[src/rtl/fifo_reader_if.sv]
// fifo_reader_if: bundles the FIFO pop-side signals and the downstream
// valid/ready stream of the FIFO read controller.
// master = the read controller, slave = the FIFO plus consumer around it.
// Optional macro FIFO_READER_CNT_EN adds the 16-bit dequeue counter words_o.
interface fifo_reader_if #(
   parameter int DW = 8
);
   logic [DW-1:0] data_out;
   logic          valid_out;
   logic          fifo_empty;
   logic          error;
   logic          pop;
   logic          flush_i;
   logic          ready_i;
   logic [DW-1:0] data_o;
   logic          valid_o;
   logic          busy_o;
   logic          err_o;
`ifdef FIFO_READER_CNT_EN
   logic [15:0]   words_o;

   modport master (
      input  data_out, valid_out, fifo_empty, error, flush_i, ready_i,
      output pop, data_o, valid_o, busy_o, err_o, words_o
   );

   modport slave (
      output data_out, valid_out, fifo_empty, error, flush_i, ready_i,
      input  pop, data_o, valid_o, busy_o, err_o, words_o
   );
`else
   modport master (
      input  data_out, valid_out, fifo_empty, error, flush_i, ready_i,
      output pop, data_o, valid_o, busy_o, err_o
   );

   modport slave (
      output data_out, valid_out, fifo_empty, error, flush_i, ready_i,
      input  pop, data_o, valid_o, busy_o, err_o
   );
`endif
endinterface

[src/rtl/fifo_reader.sv]
// fifo_reader: read-side controller for a FIFO with 1-cycle read latency.
// Collects words into bursts (flush request or idle timeout), pops under a
// credit rule into a 2-entry output buffer so no word is lost under
// backpressure, and latches a sticky error on FIFO protocol violations.
// Optional macro FIFO_READER_CNT_EN adds words_o, a wrapping 16-bit count of
// delivered words that freezes once an error has been flagged.
module fifo_reader #(
   parameter int DW      = 8,
   parameter int AW      = 3,
   parameter int IDLE_TO = 6
) (
   input logic           clk,
   input logic           reset,
   fifo_reader_if.master bus
);

   localparam int CW = $clog2(IDLE_TO);

   localparam logic [1:0] ST_IDLE  = 2'd0;
   localparam logic [1:0] ST_DRAIN = 2'd1;
   localparam logic [1:0] ST_ERR   = 2'd2;

   if (IDLE_TO < 2 || AW < 1) begin : gBadParams
      $error("fifo_reader: IDLE_TO must be >= 2 and AW >= 1");
   end

   logic [1:0]    state_q, state_d;
   logic [CW-1:0] idleCnt_q, idleCnt_d;
   logic          inflight_q;
   logic          err_q;
   logic [DW-1:0] buf0_q, buf1_q;
   logic          rdPtr_q;
   logic [1:0]    occ_q;

   logic          validOut;
   logic          deq;
   logic [2:0]    committed;
   logic          room;
   logic          popC;
   logic          overflow;
   logic          protoErr;
   logic          bufWr;
   logic          wrPtr;
   logic [CW-1:0] idleCntInc;

   // Buffer status, credit check and pop decision. Words already buffered plus
   // the one possibly in flight must leave a free slot after this cycle's
   // dequeue, so the returning word always has somewhere to land.
   always_comb begin
      validOut   = (occ_q != 2'd0);
      deq        = validOut && bus.ready_i;
      committed  = 3'(occ_q) + 3'(inflight_q) - 3'(deq);
      room       = (committed < 3'd2);
      popC       = (state_q == ST_DRAIN) && !bus.fifo_empty && room && !err_q;
      overflow   = bus.valid_out && (occ_q == 2'd2) && !deq;
      protoErr   = bus.error || (bus.valid_out && !inflight_q) || overflow;
      bufWr      = bus.valid_out && !overflow;
      wrPtr      = rdPtr_q ^ occ_q[0];
      idleCntInc = idleCnt_q + CW'(1);
   end

   // Burst scheduling. In IDLE a non-empty FIFO ages the counter; the drain
   // starts on the cycle the counter would reach IDLE_TO-1, so the first pop
   // lands on the IDLE_TO-th cycle after the FIFO became non-empty.
   always_comb begin
      state_d   = state_q;
      idleCnt_d = idleCnt_q;
      if (protoErr || state_q == ST_ERR) begin
         state_d   = ST_ERR;
         idleCnt_d = '0;
      end else begin
         case (state_q)
            ST_IDLE: begin
               if (bus.fifo_empty) begin
                  idleCnt_d = '0;
               end else begin
                  idleCnt_d = idleCntInc;
               end
               if (bus.flush_i || (!bus.fifo_empty && idleCntInc == CW'(IDLE_TO - 1))) begin
                  state_d   = ST_DRAIN;
                  idleCnt_d = '0;
               end
            end
            ST_DRAIN: begin
               idleCnt_d = '0;
               if (bus.fifo_empty && !inflight_q && !bus.flush_i) begin
                  state_d = ST_IDLE;
               end
            end
            default: begin
               state_d   = ST_ERR;
               idleCnt_d = '0;
            end
         endcase
      end
   end

   // Control state: FSM, idle counter, outstanding-pop flag and sticky error.
   always_ff @(posedge clk or negedge reset) begin
      if (!reset) begin
         state_q    <= ST_IDLE;
         idleCnt_q  <= '0;
         inflight_q <= 1'b0;
         err_q      <= 1'b0;
      end else begin
         state_q    <= state_d;
         idleCnt_q  <= idleCnt_d;
         inflight_q <= popC;
         err_q      <= err_q | protoErr;
      end
   end

   // Two-entry output buffer: returning FIFO words are appended at the tail,
   // the consumer takes the head; both may happen in the same cycle.
   always_ff @(posedge clk or negedge reset) begin
      if (!reset) begin
         buf0_q  <= '0;
         buf1_q  <= '0;
         rdPtr_q <= 1'b0;
         occ_q   <= 2'd0;
      end else begin
         if (bufWr) begin
            if (wrPtr) begin
               buf1_q <= bus.data_out;
            end else begin
               buf0_q <= bus.data_out;
            end
         end
         if (deq) begin
            rdPtr_q <= ~rdPtr_q;
         end
         occ_q <= occ_q + 2'(bufWr) - 2'(deq);
      end
   end

`ifdef FIFO_READER_CNT_EN
   logic [15:0] words_q;

   // Delivered-word counter; wraps naturally and freezes after an error.
   always_ff @(posedge clk or negedge reset) begin
      if (!reset) begin
         words_q <= '0;
      end else if (deq && !err_q) begin
         words_q <= words_q + 16'd1;
      end
   end

   assign bus.words_o = words_q;
`endif

   assign bus.pop     = popC;
   assign bus.data_o  = rdPtr_q ? buf1_q : buf0_q;
   assign bus.valid_o = validOut;
   assign bus.busy_o  = (state_q == ST_DRAIN);
   assign bus.err_o   = err_q;

endmodule

[src/flat_wrapper.sv]
// flat-port wrapper written by rule: the top's interface ports become plain ports
module fifo_reader_flat 
#(
   parameter int DW      = 8,
   parameter int AW      = 3,
   parameter int IDLE_TO = 6
)
  (clk, reset, bus_data_out, bus_valid_out, bus_fifo_empty, bus_error, bus_flush_i, bus_ready_i, bus_pop, bus_data_o, bus_valid_o, bus_busy_o, bus_err_o);
  fifo_reader_if #(.DW(DW)) bus_i ();
  input logic clk;
  input logic reset;
  input wire logic [$bits(bus_i.data_out)-1:0] bus_data_out;
  input wire logic [$bits(bus_i.valid_out)-1:0] bus_valid_out;
  input wire logic [$bits(bus_i.fifo_empty)-1:0] bus_fifo_empty;
  input wire logic [$bits(bus_i.error)-1:0] bus_error;
  input wire logic [$bits(bus_i.flush_i)-1:0] bus_flush_i;
  input wire logic [$bits(bus_i.ready_i)-1:0] bus_ready_i;
  output wire logic [$bits(bus_i.pop)-1:0] bus_pop;
  output wire logic [$bits(bus_i.data_o)-1:0] bus_data_o;
  output wire logic [$bits(bus_i.valid_o)-1:0] bus_valid_o;
  output wire logic [$bits(bus_i.busy_o)-1:0] bus_busy_o;
  output wire logic [$bits(bus_i.err_o)-1:0] bus_err_o;
  assign bus_i.data_out = bus_data_out;
  assign bus_i.valid_out = bus_valid_out;
  assign bus_i.fifo_empty = bus_fifo_empty;
  assign bus_i.error = bus_error;
  assign bus_i.flush_i = bus_flush_i;
  assign bus_i.ready_i = bus_ready_i;
  assign bus_pop = bus_i.pop;
  assign bus_data_o = bus_i.data_o;
  assign bus_valid_o = bus_i.valid_o;
  assign bus_busy_o = bus_i.busy_o;
  assign bus_err_o = bus_i.err_o;
  fifo_reader #(.DW(DW), .AW(AW), .IDLE_TO(IDLE_TO)) u_core (.clk(clk), .reset(reset), .bus(bus_i));
endmodule
[config.mk]
export PLATFORM = sky130hd
export DESIGN_NAME = fifo_reader_flat
export DESIGN_NICKNAME = d
export VERILOG_FILES = /design/src/rtl/fifo_reader_if.sv /design/src/rtl/fifo_reader.sv /design/src/flat_wrapper.sv
export SDC_FILE = /design/constraint.sdc
export NUM_CORES = 1
export LEC_CHECK = 0
export ABC_AREA = 1
export CORE_MARGIN = 2
export CORE_UTILIZATION = 45
export DETAILED_ROUTE_END_ITERATION = 8
export GPL_TIMING_DRIVEN = 1
export PLACE_DENSITY = 0.8
export SYNTH_ARGS = -nofsm -noshare
export SYNTH_HDL_FRONTEND = slang
export SYNTH_SLANG_ARGS = --single-unit
export TNS_END_PERCENT = 20
[constraint.sdc]
create_clock -name clk -period 2.93 [get_ports clk]
set_input_delay 0.879 -clock clk [delete_from_list [all_inputs] [get_ports clk]]
set_output_delay 0.879 -clock clk [all_outputs]
set_load 0.05 [all_outputs]
==> run metrics <==
result of the run=finished, violations left; violations in the final reports=setup timing; number of remaining DRC errors=0; count of synthesis-stage warnings from yosys=0; Synth Area per Inst=roughly 8.4 µm²; pwr dens=1049 nW/µm²; largest net degree at the start of global routing=27; Buffers & Inverters on Critical Path=3; Most used DFF post-synth=dfrtp_1; Total Nets Final=220; count leader, synth=nand2_1; critical path, cell by cell=buf_8 -> nand2_8 -> nor2_4 -> buf_6 -> fa_1 -> nand3_2 -> a211oi_4 -> buf_12; final core utilization=0.6496; Core ar.=2781 µm²; EDFF count, synth=0; number of buffers created by CTS=3; Hold/Removal Path Class=reg -> reg; Reg power frac=0.306; vias in the first global route=approximately 1100; category of cells accounting for the largest share of critical-path delay=adder cells; sink count of the clock tree=26; final wirelength=2660 µm; area of placed instances=approximately 1700 µm²; required time reported for the critical path endpoint=2.05 ns; Bufs on Longest Clock Path=2; Clk Latency, worst-skew pair=0.32 ns; clock share of power=0.095; Die Span X=58.52 µm; critical path startpoint category=input port; proportion of layout cells with a drive suffix above 1=0.2261; placed cells=221; Yosys reg bits=26; layout overhead on the synthesized area=35.08%; number of violations of the max-capacitance limit=0; vias post-DR=approximately 1200; Comb pwr share=0.599; number of buffers added on ports=26; number of setup violations in the final report=1; Lkg Pwr=around 0.00087 µW; Antenna diodes=0; logic depth of the worst register-to-register path=9; biggest area consumer among synthesized cells=dfrtp_1; Final Max Slew Viols=0; final instance count without filler cells=230; post-detail-place hpwl=2029 µm; setup clock skew after layout=0.002462 ns; capturing element type of the critical path=output port; most frequent cells after synthesis=nand2_1 (44), dfrtp_1 (26), inv_1 (25), o21ai_0 (24), nor2_1 (9); number of routed nets with antenna violations=0; Synth Net Count=180; Tightest Pin Transition=0.6375 ns; global placement routability congestion=0.8280; fraction of the cycle the final worst path needs=1.054; post-synthesis async set-or-reset flop share=1.000; cell area after synthesis=1338 µm²; maximum level of the CTS H-tree=1; number of cells traversed by the worst hold path=2; boundary pin count=27; area share of the leading cell type in the synthesized netlist=0.4864; crit path kind=in -> out; Die Footprint=3425 µm²; First-pass DRT Iterations=4; most area-consuming cells after synthesis=dfrtp_1 (49%), nand2_1 (12%), o21ai_0 (9.0%); maximum vdd ir drop=0.7714 mV; Critical Path Slowest Stage Cell=fa_1; minimum period implied by the final worst setup slack=3.089 ns; maximum frequency from static timing analysis=323.7 MHz; switch share=0.4852; via/cell ratio=5.009; clock root buffer=clkbuf_4; average routed wire per standard cell=11.57 µm; placement row count=19; count of cell types in the netlist=24; post-route design area=1807 µm²; initial core utilization=0.4809; largest fanout on the critical path=3; first-pass GRT wire length=4567 µm; delay of the slowest critical-path stage=0.51 ns; count of filler cells inserted in the layout=233; setup repair after global routing missed its margin=true; Reg clk slew, reported paths=0.13 ns; die height=around 60 µm; count of endpoints failing hold in the final timing report=0; initial antenna violation count=0; arrival time worst endpoint=about 2.2 ns; aggregate global routing overflow=0; number of cells on the critical path=8; worst setup margin=-0.1594 ns; switching power of the nets=919.3 µW; pre-CTS setup slack=-0.7270 ns; internal power consumption=approximately 980 µW; worst max-slew margin expressed relative to the limit=0.5750; gr usage total=0.1770; part of the Yosys area used for sequential elements=0.4864; CTS tree=built; number of DRC violations after detailed-routing iteration 0=22; cells after synthesis=160
logic make-up (layout without fill, tap and decap cells):
kind of cell    after synthesis  after routing  synth area share
compound gates               29             29            0.1179
fa+ha+maj                     5              5           0.05239
simple gates                 66             66            0.2095
buf+inv                      30             69           0.09354
flops                        26             26            0.4864
xor+xnor                      4              4           0.04023
layout by cell type (no fill, tap or decap), types with 2 or more instances in the layout:
master / count
clkdlybuf4s50_1: 16
dfrtp_1: 26
ha_1: 4
nor2_4: 4
inv_1: 22
xnor2_1: 2
inv_2: 3
o21ai_0: 22
buf_4: 20
nand3_1: 4
clkbuf_4: 3
nand2_2: 2
nor3_1: 3
o21ai_2: 3
nand2_1: 42
nor2_1: 7
cell type report:
type / instances / area (µm²) / area share
flip-flops and latches: 26 / 650.6 / 0.3601
repair buffers: 39 / 356.6 / 0.1974
multi-input cells: 104 / 621.8 / 0.3442
well taps: 31 / 38.79 / 0.02147
inverters: 26 / 102.6 / 0.05679
clock buffers: 4 / 36.28 / 0.02008
per-layer routing:
metal	wire (µm)	vias up	track usage
li1	-	574	-
met1	1205	547	0.2320
met2	1299	27	0.2873
met3	103	4	0.02418
met4	51	0	0.08970
met5	0	-	0
final timing paths:
kind	start	endpoint	slack [ns]
max	bus_ready_i	bus_pop	-0.16
min	u_core.bus.err_o	u_core.bus.err_o	0.52
max reg2reg	u_core.occ_q[1]	u_core.inflight_q	1.08
min reg2reg	u_core.bus.err_o	u_core.bus.err_o	0.52
max in group asynchronous	reset	u_core.buf1_q[4]	1.77
min in group asynchronous	reset	u_core.inflight_q	0.91
repair_timing:
item | in CTS | in global routing
gates cloned | 0 | 0
pin swaps | 6 | 1
hold buffers | 0 | 0
buffers inserted | 2 | 3
resized for setup | 10 | 2
endpoints found under the setup margin | 1 | 1
worst min-delay path: stages, from the launching register on:
cell and delay [ns]:
dfrtp_1 0.37, inv_1 0.06, nand2_1 0.06
power groups by stage:
stage,clock [µW],sequential [µW],combinational (µW)
final,180,579,1140
after global routing,207,593,1240
after CTS,189,577,1120
after detailed placement,0,592,1090
after global placement,0,586,1060
after floorplan,0,548,841
sequential cells by signal, summed over array words and instances (netlist names):
signal / count
u_core.buf0_q: 8
u_core.buf1_q: 8
u_core.idleCnt_q: 3
u_core.occ_q: 2
u_core.state_q: 2
u_core.bus.err_o: 1
u_core.inflight_q: 1
u_core.rdPtr_q: 1
through the flow:
step	total power (µW)	hold slack (ns)	TNS, ns
after floorplan	1389	0.4660	-0.1727
after global placement	1647	0.4780	-0.6828
after detailed placement	1684	0.4889	-0.7270
after CTS	1890	0.5184	-0.2111
after global routing	2040	0.5493	-0.2051
final	1895	0.5160	-0.1594
No activity file was read; power rests on OpenSTA's default activity.
